$ cat src/rtl/ps2_rx_ctrl_if.sv
// Scancode delivery bus between the PS/2 frame receiver and its consumer.
// rx_valid/rx_ack: rx_data is held while rx_valid=1; a cycle with rx_ack=1 and rx_valid=1 consumes it.
interface ps2_rx_ctrl_if;
  logic [7:0] rx_data;
  logic       rx_valid;
  logic       rx_ack;
  logic       rx_err;
  logic       overrun;

  modport master (output rx_data, output rx_valid, output rx_err, output overrun, input rx_ack);
  modport slave  (input rx_data, input rx_valid, input rx_err, input overrun, output rx_ack);
endinterface

$ cat src/rtl/ps2_rx_ctrl.sv
// PS/2 receive controller: sequences start/8 data/odd parity/stop frames on debounced
// clock falls and hands good bytes to a one-entry holding register.
module ps2_rx_ctrl #(
  parameter int TIMEOUT_CYCLES = 25000,
  parameter int TO_W           = 15
) (
  input  logic           clk25,
  input  logic           rst_n,
  input  logic           ps2_clk_db,
  input  logic           ps2_data,
  ps2_rx_ctrl_if.master  rx,
  output logic           busy,
  output logic [1:0]     state_dbg
);

  typedef enum logic [1:0] {IDLE = 2'd0, DATA = 2'd1, PARITY = 2'd2, STOP = 2'd3} state_t;

  state_t          state, state_n;
  logic            sync1, sync2, clk_prev;
  logic [2:0]      bit_cnt, bit_cnt_n;
  logic [7:0]      shreg, shreg_n;
  logic            acc, acc_n;
  logic            par_ok, par_ok_n;
  logic [TO_W-1:0] to_cnt, to_cnt_n;
  logic            fall, to_hit, frame_good, frame_err;

  assign fall      = clk_prev & ~ps2_clk_db;
  assign busy      = (state != IDLE);
  assign state_dbg = state;

  always_comb begin
    state_n    = state;
    bit_cnt_n  = bit_cnt;
    shreg_n    = shreg;
    acc_n      = acc;
    par_ok_n   = par_ok;
    frame_good = 1'b0;
    frame_err  = 1'b0;
    // A fall in the same cycle beats the timeout.
    to_hit     = (state != IDLE) && !fall && (to_cnt == TO_W'(TIMEOUT_CYCLES - 1));
    to_cnt_n   = (state == IDLE || fall || to_hit) ? '0 : to_cnt + TO_W'(1);
    case (state)
      IDLE: begin
        if (fall && !sync2) begin
          state_n   = DATA;
          bit_cnt_n = 3'd0;
          acc_n     = 1'b0;
        end
      end
      DATA: begin
        if (fall) begin
          shreg_n   = {sync2, shreg[7:1]};
          acc_n     = acc ^ sync2;
          bit_cnt_n = bit_cnt + 3'd1;
          if (bit_cnt == 3'd7) state_n = PARITY;
        end
      end
      PARITY: begin
        if (fall) begin
          par_ok_n = acc ^ sync2;
          state_n  = STOP;
        end
      end
      STOP: begin
        if (fall) begin
          state_n = IDLE;
          if (par_ok && sync2) frame_good = 1'b1;
          else                 frame_err  = 1'b1;
        end
      end
      default: state_n = IDLE;
    endcase
    if (to_hit) begin
      state_n   = IDLE;
      frame_err = 1'b1;
    end
  end

  always_ff @(posedge clk25) begin
    if (!rst_n) begin
      state       <= IDLE;
      sync1       <= 1'b1;
      sync2       <= 1'b1;
      clk_prev    <= 1'b1;
      bit_cnt     <= 3'd0;
      shreg       <= 8'h00;
      acc         <= 1'b0;
      par_ok      <= 1'b0;
      to_cnt      <= '0;
      rx.rx_data  <= 8'h00;
      rx.rx_valid <= 1'b0;
      rx.rx_err   <= 1'b0;
      rx.overrun  <= 1'b0;
    end else begin
      state     <= state_n;
      sync1     <= ps2_data;
      sync2     <= sync1;
      clk_prev  <= ps2_clk_db;
      bit_cnt   <= bit_cnt_n;
      shreg     <= shreg_n;
      acc       <= acc_n;
      par_ok    <= par_ok_n;
      to_cnt    <= to_cnt_n;
      rx.rx_err <= frame_err;
      // An ack in the load cycle frees the slot, so the new byte replaces the old one.
      if (frame_good) begin
        if (!rx.rx_valid || rx.rx_ack) begin
          rx.rx_data  <= shreg;
          rx.rx_valid <= 1'b1;
          rx.overrun  <= 1'b0;
        end else begin
          rx.overrun  <= 1'b1;
        end
      end else if (rx.rx_valid && rx.rx_ack) begin
        rx.rx_valid <= 1'b0;
        rx.overrun  <= 1'b0;
      end
    end
  end

endmodule
$ cat src/flat_wrapper.sv
// flat-port wrapper written by rule: the top's interface ports become plain ports
module ps2_rx_ctrl_flat 
#(
  parameter int TIMEOUT_CYCLES = 25000,
  parameter int TO_W           = 15
)
  (clk25, rst_n, ps2_clk_db, ps2_data, busy, state_dbg, rx_rx_data, rx_rx_valid, rx_rx_err, rx_overrun, rx_rx_ack);
  ps2_rx_ctrl_if rx_i ();
  input  logic clk25;
  input  logic rst_n;
  input  logic ps2_clk_db;
  input  logic ps2_data;
  output logic busy;
  output logic [1:0] state_dbg;
  output wire logic [$bits(rx_i.rx_data)-1:0] rx_rx_data;
  output wire logic [$bits(rx_i.rx_valid)-1:0] rx_rx_valid;
  output wire logic [$bits(rx_i.rx_err)-1:0] rx_rx_err;
  output wire logic [$bits(rx_i.overrun)-1:0] rx_overrun;
  input wire logic [$bits(rx_i.rx_ack)-1:0] rx_rx_ack;
  assign rx_rx_data = rx_i.rx_data;
  assign rx_rx_valid = rx_i.rx_valid;
  assign rx_rx_err = rx_i.rx_err;
  assign rx_overrun = rx_i.overrun;
  assign rx_i.rx_ack = rx_rx_ack;
  ps2_rx_ctrl #(.TIMEOUT_CYCLES(TIMEOUT_CYCLES), .TO_W(TO_W)) u_core (.clk25(clk25), .rst_n(rst_n), .ps2_clk_db(ps2_clk_db), .ps2_data(ps2_data), .rx(rx_i), .busy(busy), .state_dbg(state_dbg));
endmodule
$ cat config.mk
export PLATFORM = sky130hd
export DESIGN_NAME = ps2_rx_ctrl_flat
export DESIGN_NICKNAME = d
export VERILOG_FILES = /design/src/rtl/ps2_rx_ctrl_if.sv /design/src/rtl/ps2_rx_ctrl.sv /design/src/flat_wrapper.sv
export SDC_FILE = /design/constraint.sdc
export NUM_CORES = 1
export LEC_CHECK = 0
export CAP_MARGIN = 40
export CORE_UTILIZATION = 37
export CTS_CLUSTER_SIZE = 28
export DETAILED_ROUTE_END_ITERATION = 10
export PLACE_DENSITY_LB_ADDON = 0.12
export SLEW_MARGIN = 5
export SYNTH_ARGS = -nofsm -noshare
export SYNTH_HDL_FRONTEND = slang
export SYNTH_SLANG_ARGS = --single-unit
$ cat constraint.sdc
create_clock -name clk25 -period 2.3 [get_ports clk25]
set_clock_uncertainty 0.1 [all_clocks]
set_input_delay 0.575 -clock clk25 [delete_from_list [all_inputs] [get_ports clk25]]
set_output_delay 0.575 -clock clk25 [all_outputs]
set_load 0.05 [all_outputs]
### After elaboration in Yosys (flattened, before gate mapping)

Index checks and enable logic that the tools add are counted.

* register bits: 44

* equal/unequal tests: 11
* muxes and demuxes: 24
* reductions and logical operators: 23
* add/sub/neg operators: 2
* bitwise operators: 4

Operators with widths (number)
* $add A15 B1 Y15 const B: 1
* $eq A15 B15 Y1 const B: 1
* $mux W1: 14
* $mux W2: 5
* $ne A2 B1 Y1 const B: 4
* $pmux W2 S4: 1
* $reduce_and A2 Y1: 4
* $mux W3: 2
* $pmux W3 S2: 1
* $reduce_bool A2 Y1: 3
* $logic_and A1 B1 Y1: 5
* $reduce_and A5 Y1: 1
* $eq A2 B2 Y1 const B: 2
* $ne A2 B2 Y1 const B: 2
* $reduce_or A2 Y1: 2
* $add A3 B1 Y3 const B: 1
* $eq A3 B3 Y1 const B: 1
* $logic_not A1 Y1: 3
* $logic_or A1 B1 Y1: 3
* $reduce_and A3 Y1: 1
* $eq A2 B1 Y1 const B: 1
* $logic_not A2 Y1: 1
* $not A1 Y1: 2
* $pmux W1 S2: 1
* other kinds (2): 2

### Longest topological paths before layout

Gate-level depths: netlist of run 1.

* depth in word-level cells: 7
* mapped depth: 7

### Least setup slack after synthesis of run 1

Ideal clock, no wire load.

* path kind: register to output
* from: register u_core.state[0] (netlist: u_core.state_dbg[0])
* to: output port busy
* setup slack: 48 ps
* path buffers: 1
* stages on the path, launching flop included: 5
* arrival: 1577 ps
* cell sequence: dfxtp_1 -> inv_1 -> ha_1 -> clkbuf_1 -> inv_1

* cells in the longest elaborated chain, start to end: 1

Ends and longest elaborated chain
* from (decl): line ps2_rx_ctrl.sv:18 `state_t state, state_n;`
* from (signal assigned): line ps2_rx_ctrl.sv:95 `state <= state_n;`
* $reduce_bool A2 Y1: line ps2_rx_ctrl.sv:28 `assign busy = (state != IDLE);`
* to (decl): line flat_wrapper.sv:13 `output logic busy;`

Every way passes these cells.

### Final worst setup path of run 1

* from: register u_core.state[1] (netlist: u_core.state_dbg[1])
* to: output port state_dbg[1]

RTL lines
* to (decl): line flat_wrapper.sv:14 `output logic [1:0] state_dbg;`

No word-level cell between the ends.

==> flow_summary.yaml, run 1 <==
outcome:
  status: "complete, no violations"
synth:
  syn_nets: 226
  synth_area_um2: 1880
  syn_inst: 214
  seq_area_frac_synth_pct: 46.9
  ys_seq_elements: 44
  yosys.cell_types.count: 35
  syn_avg_cell_area_um2: 8.78
  synth_warnings: 0
clock_tree:
  cts_buffer_depth: 2
  hold_buffers: 0
  cts.clk_slew.worst_paths_ns: 0.08
  post_cts_buffers: 0
  clk_latency_ns: 0.29
  tritoncts: "done"
  cts_buffers: 5
  cts.htree.levels: 2
  root_buffer: "clkbuf_8"
  cts.sinks: 44
  ctsResizeCount: 0
placement:
  place_inst: 305
  gp_congestion: 0.852
  io_buffers: 18
  post_dp_cell_area_um2: 2220
  place_hpwl_um: 2580
  pre_cts_ws_ns: 0.138
worst_setup_path:
  required_ns: 1.62
  worstReg2RegEnd: "u_core.rx.rx_err"
  path_buf_inv: 1
  r2r-start: "u_core.to_cnt[4]"
  cp_max_fo: 5
  endpoint_kind: "primary output"
  setup.worst_path.start_class: "register"
  crit_type: "register to primary output"
  worst-r2r-cell-count: 4
  cpPeakStageDelay_ns: 0.83
  path_cells: "clkdlybuf4s50_1"
  critPathArrivalTime_ns: 1.53
  critPathSlowestCell: "clkdlybuf4s50_1"
  critPathTopFamily: "buffers and inverters"
  rrSetupSlack_ns: 0.17
pwr:
  seqPwrFrac_pct: 52.3
  combPwrFrac_pct: 5.8
  irDropWorstVdd_v: 0.000229
  p_sw_w: 0.000320
  p_clk_share_pct: 41.9
  leakage_nw: 0.784
  sw_frac_of_total_pct: 21.6
  powerDensity_nw_per_um2: 630
  intPower_w: 0.00116
drt:
  drtIter0Drc: 66
  dr.pass1.iters: 4
  ant_nets: 0
  drc_errors: 0
  wl_um: 3580
  vias: 1525
  wl_per_cell_um: 11.4
  vias_per_cell: 4.87
sta:
  worst_slack_ns: 0.0900
  worst_slew_pin_slew_ns: 0.496
  final_hold_viol_count: 0
  setup_viol: 0
  hold_slack_ns: 0.312
  max_slew_margin_pct: 66.8
  rsz0062_at_grt: "false"
  drv_slew: 0
  period_minus_slack_ns: 2.21
  max_freq_mhz: 452
  tns_ns: 0
  post-route-period-util_pct: 96.1
finish:
  layout-drive-gt1-share_pct: 10.2
  finalNetCount: 257
  n_fill_cell: 491
  final_cells: 313
  layout_commonest_cell: "dfxtp_1"
  fin_area_um2: 2340
  syn_to_final_growth_pct: 24.8
  multi_input_area_um2: 940
  n_antenna_cell: 0
  most-common-layout-cells: "44 x dfxtp_1, 31 x nor2_1, 28 x nand2_1"
  regArea_um2: 881
min_path:
  whs_path_depth: 1
  worstHoldStart: "u_core.sync1"
  hold_class: "register to register"
  hold_end: "u_core.sync2"
floorplanning:
  io_pins: 19
  die_x_um: 73.2
  fp.coreArea_um2: 4820
  start_util_pct: 39.0
  row_count: 25
  dieArea_um2: 5360
  dieHeight_um: 73.2
grt:
  grtUsageTotal_pct: 15.4
  grt_max_degree: 23
  grt_pass1_wl_um: 6270
  antenna_found_initial: 0
  grt_overflow_total: 0
  grt_pass1_vias: 1349
job:
  drv_cap: 0
[synth_stat cells]
library cell | count | area [µm²]
nand3b_1 | 2 | 15.0
and3_2 | 1 | 7.51
and3b_1 | 1 | 8.76
a21oi_1 | 14 | 70.1
clkbuf_1 | 6 | 22.5
xnor2_1 | 12 | 105
or4_1 | 1 | 7.51
nor4_1 | 4 | 25.0
a211oi_1 | 2 | 15.0
ha_1 | 7 | 87.6
o221ai_1 | 1 | 8.76
mux2i_1 | 10 | 100
a311oi_1 | 2 | 17.5
buf_2 | 1 | 5.00
a21o_1 | 1 | 7.51
nand2b_1 | 3 | 18.8
nand4_1 | 3 | 18.8
xor2_1 | 2 | 17.5
o31ai_1 | 1 | 7.51
nand2_1 | 28 | 105
a32o_1 | 1 | 10.0
or4_4 | 1 | 11.3
o21a_1 | 1 | 7.51
or3_1 | 1 | 6.26
nand3_1 | 10 | 50.1
nor2_1 | 31 | 116
o21ai_0 | 1 | 5.00
dfxtp_1 | 44 | 881
nor3_2 | 1 | 10.0
or4b_1 | 1 | 10.0
a2bb2oi_1 | 1 | 8.76
nor4b_1 | 1 | 8.76
nor3_1 | 8 | 40.0
inv_1 | 8 | 30.0
nor2b_1 | 2 | 12.5
[final cells by class]
class | count | area share, %
multi-input combinational | 155 | 40.1
sequential | 44 | 37.6
timing repair buffer | 31 | 12.3
tap | 67 | 3.58
clock buffer | 6 | 3.52
clock inverter | 2 | 1.66
inverter | 8 | 1.28
[stage by stage]
stage          util [%]  total power, W
5_1_grt            48.6         0.00154
6_report           48.6         0.00148
3_5_place_dp       46.1        0.000876
4_1_cts            48.6         0.00150
3_3_place_gp       46.1        0.000877
2_1_floorplan         -        0.000838
[power by group through the flow]
stage	clock, W	sequential, W	combinational [W]
6_report	0.000619	0.000772	0.0000861
5_1_grt	0.000675	0.000773	0.0000943
4_1_cts	0.000643	0.000772	0.0000865
3_5_place_dp	0	0.000790	0.0000859
3_3_place_gp	0	0.000790	0.0000867
2_1_floorplan	0	0.000793	0.0000449
[flip-flops by register name, summed over array words and instances (netlist names)]
register,cells
u_core.bit_cnt,3
u_core.state_dbg,2
u_core.acc,1
u_core.to_cnt,15
u_core.shreg,8
u_core.clk_prev,1
u_core.par_ok,1
u_core.rx.rx_data,8
u_core.rx.rx_err,1
u_core.sync1,1
u_core.sync2,1
u_core.rx.overrun,1
u_core.rx.rx_valid,1
[worst max path at each step]
stage | from | endpoint | slack, ns | cells past startpoint
after floorplan | u_core.state_dbg[0] | busy | 0.05 | 4
after global placement | ps2_clk_db | u_core.rx.rx_data[6] | 0.14 | 6
after detailed placement | ps2_clk_db | u_core.rx.rx_data[1] | 0.14 | 6
after CTS | u_core.state_dbg[1] | state_dbg[1] | 0.08 | 1
after global routing | u_core.state_dbg[0] | state_dbg[0] | 0.03 | 1
final | u_core.state_dbg[1] | state_dbg[1] | 0.09 | 1
[layer usage]
metal / routed length (µm) / global-route usage, % / part of all wire [%] / up-vias
li1: - / - / - / 794
met1: 1900 / 21.8 / 53 / 688
met2: 1450 / 22.3 / 41 / 36
met3: 165 / 3.18 / 4.6 / 7
met4: 58 / 7.19 / 1.6 / 0
met5: 0 / 0 / 0 / -
[cells by family (layout without fill, tap and decap cells)]
group,after synthesis,in the layout,synth area share [%]
AO/OA/AOI/OAI,25,25,8.39
multiplexers,10,10,5.33
XOR/XNOR,14,14,6.53
adder cells (fa/ha/maj),7,7,4.66
flip-flops,44,44,46.9
AND/OR/NAND/NOR,99,99,25.1
buffers and inverters,15,47,3.06
Note: power is estimated with default switching activity, not from simulation.
==> inputs of run 2 (changes only) <==
- CORE_MARGIN: unset -> 10
- PLACE_DENSITY: unset -> 0.58
- PLACE_DENSITY_LB_ADDON: 0.12 -> unset
- REMOVE_ABC_BUFFERS: unset -> 1
==> flow_summary.yaml, run 2 (synthesis results as in run 1) <==
min_path:
  worstHoldStart: "u_core.sync1"
  hold_class: "register to register"
  hold_end: "u_core.sync2"
  whs_path_depth: 1
drt:
  drtIter0Drc: 32
  dr.pass1.iters: 4
  vias_per_cell: 4.82
  vias: 1489
  drc_errors: 0
  drt-met1-wl_um: 1820
  wl_um: 3580
  wl_met3_um: 171
  ant_nets: 0
  wl_met2_um: 1510
  highest_layer: "met4"
  wl_per_cell_um: 11.6
placement:
  place_hpwl_um: 2620
  pre_cts_ws_ns: 0.164
  io_buffers: 18
  gp_congestion: 0.779
  place_inst: 302
sta:
  final_hold_viol_count: 0
  drv_slew: 0
  max_freq_mhz: 456
  max_slew_margin_pct: 66.3
  tns_ns: 0
  setup_viol: 0
  worst_slack_ns: 0.106
  rsz0062_at_grt: "false"
  worst_slew_pin_slew_ns: 0.504
  period_minus_slack_ns: 2.19
  post-route-period-util_pct: 95.4
outcome:
  status: "complete, no violations"
worst_setup_path:
  setup.worst_path.start_class: "register"
  worstReg2RegEnd: "u_core.rx.rx_err"
  cpPeakStageDelay_ns: 0.83
  worst-r2r-cell-count: 4
  rrSetupSlack_ns: 0.21
  cp_max_fo: 5
  crit_type: "register to primary output"
  endpoint_kind: "primary output"
  critPathTopFamily: "buffers and inverters"
  critPathSlowestCell: "clkdlybuf4s50_1"
  path_buf_inv: 1
  path_cells: "clkdlybuf4s50_1"
  r2r-start: "u_core.to_cnt[4]"
  critPathArrivalTime_ns: 1.52
  required_ns: 1.62
grt:
  antenna_found_initial: 0
  grt_max_degree: 23
  grtUsageTotal_pct: 8.96
  grt_pass1_wl_um: 6220
  grt_pass1_vias: 1346
  grt_overflow_total: 0
pwr:
  p_clk_share_pct: 34.7
  total_power_w: 0.00131
  combPwrFrac_pct: 6.6
  seqPwrFrac_pct: 58.7
  intPower_w: 0.00101
  p_sw_w: 0.000305
  leakage_nw: 0.747
  irDropWorstVdd_v: 0.000356
  sw_frac_of_total_pct: 23.2
  powerDensity_nw_per_um2: 574
floorplanning:
  dieArea_um2: 8330
  row_count: 25
  dieHeight_um: 91.2
  start_util_pct: 39.0
  io_pins: 19
  die_x_um: 91.2
  fp.coreArea_um2: 4820
clock_tree:
  post_cts_buffers: 0
  cts.clk_slew.worst_paths_ns: 0.07
  cts_buffers: 5
  cts.sinks: 44
  root_buffer: "clkbuf_8"
  tritoncts: "done"
  clk_latency_ns: 0.29
  cts_buffer_depth: 2
  cts.htree.levels: 2
  hold_buffers: 0
finish:
  most-common-layout-cells: "44 x dfxtp_1, 31 x nor2_1, 28 x nand2_1"
  regArea_um2: 881
  layout-drive-gt1-share_pct: 9.09
  multi_input_area_um2: 942
  n_fill_cell: 507
  finalNetCount: 254
  post-route-util_pct: 47.4
  final_cells: 309
  reg_top3: "u_core.to_cnt x15, u_core.rx.rx_data x8, u_core.shreg x8"
  n_antenna_cell: 0
  syn_to_final_growth_pct: 21.6
  layout_commonest_cell: "dfxtp_1"
  largest_reg_flops: 15
  regMostFlops: "u_core.to_cnt"
job:
  drv_cap: 0
-- run 2: cell count changes in the layout (fill, tap and decap cells not counted), sizes merged --
cell      previous run  this run
bufinv               1         0
clkinvlp             0         1
clkbuf               6         5
buf                 14        11
-- run 2: worst max-delay path by stage --
stage                                    from                    to  cells past startpoint
after floorplan           u_core.state_dbg[0]                  busy                      3
after CTS                 u_core.state_dbg[1]          state_dbg[1]                      1
final                     u_core.state_dbg[1]          state_dbg[1]                      1
after detailed placement           ps2_clk_db  u_core.rx.rx_data[4]                      6
after global routing      u_core.state_dbg[1]          state_dbg[1]                      1
after global placement             ps2_clk_db  u_core.rx.rx_data[2]                      6
-- run 2: cell type report --
class,count,area share [%]
clock buffers,5,3.01
clock inverters,2,0.548
inverters,8,1.32
multi-input cells,155,41.3
flip-flops and latches,44,38.6
well taps,67,3.67
repair buffers,28,11.6
-- run 2: metal layers --
metal  vias up  global-route usage, %
li1        784                      -
met1       677                   11.4
met2        20                   12.9
met3         8                   3.29
met4         0                   4.70
met5         -                      0
-- run 2: timing repair --
item                                   in CTS  in global routing
gates resized for setup                     0                  1
setup endpoints to repair                   0                  1
endpoints found under the hold margin       0                  0
-- run 2: through the flow --
step	area, µm²	hold slack [ns]
after floorplan	1850	0.286
final	2280	0.316
after CTS	2280	0.322
after global placement	2200	0.293
after global routing	2280	0.345
after detailed placement	2200	0.302
-- run 2: power by group through the flow --
stage	Clock [W]	Combinational, W	Sequential (W)
floorplan	0	0.0000408	0.000794
global placement	0	0.0000865	0.000788
detailed placement	0	0.0000859	0.000788
CTS	0.000478	0.0000862	0.000770
global route	0.000514	0.0000948	0.000771
finish	0.000455	0.0000862	0.000770
==> inputs of run 3 (changes only) <==
- GPL_ROUTABILITY_DRIVEN: unset -> 1
==> results of run 3 <==
Same layout as run 2: the final DEF is identical, and so are final timing and power.
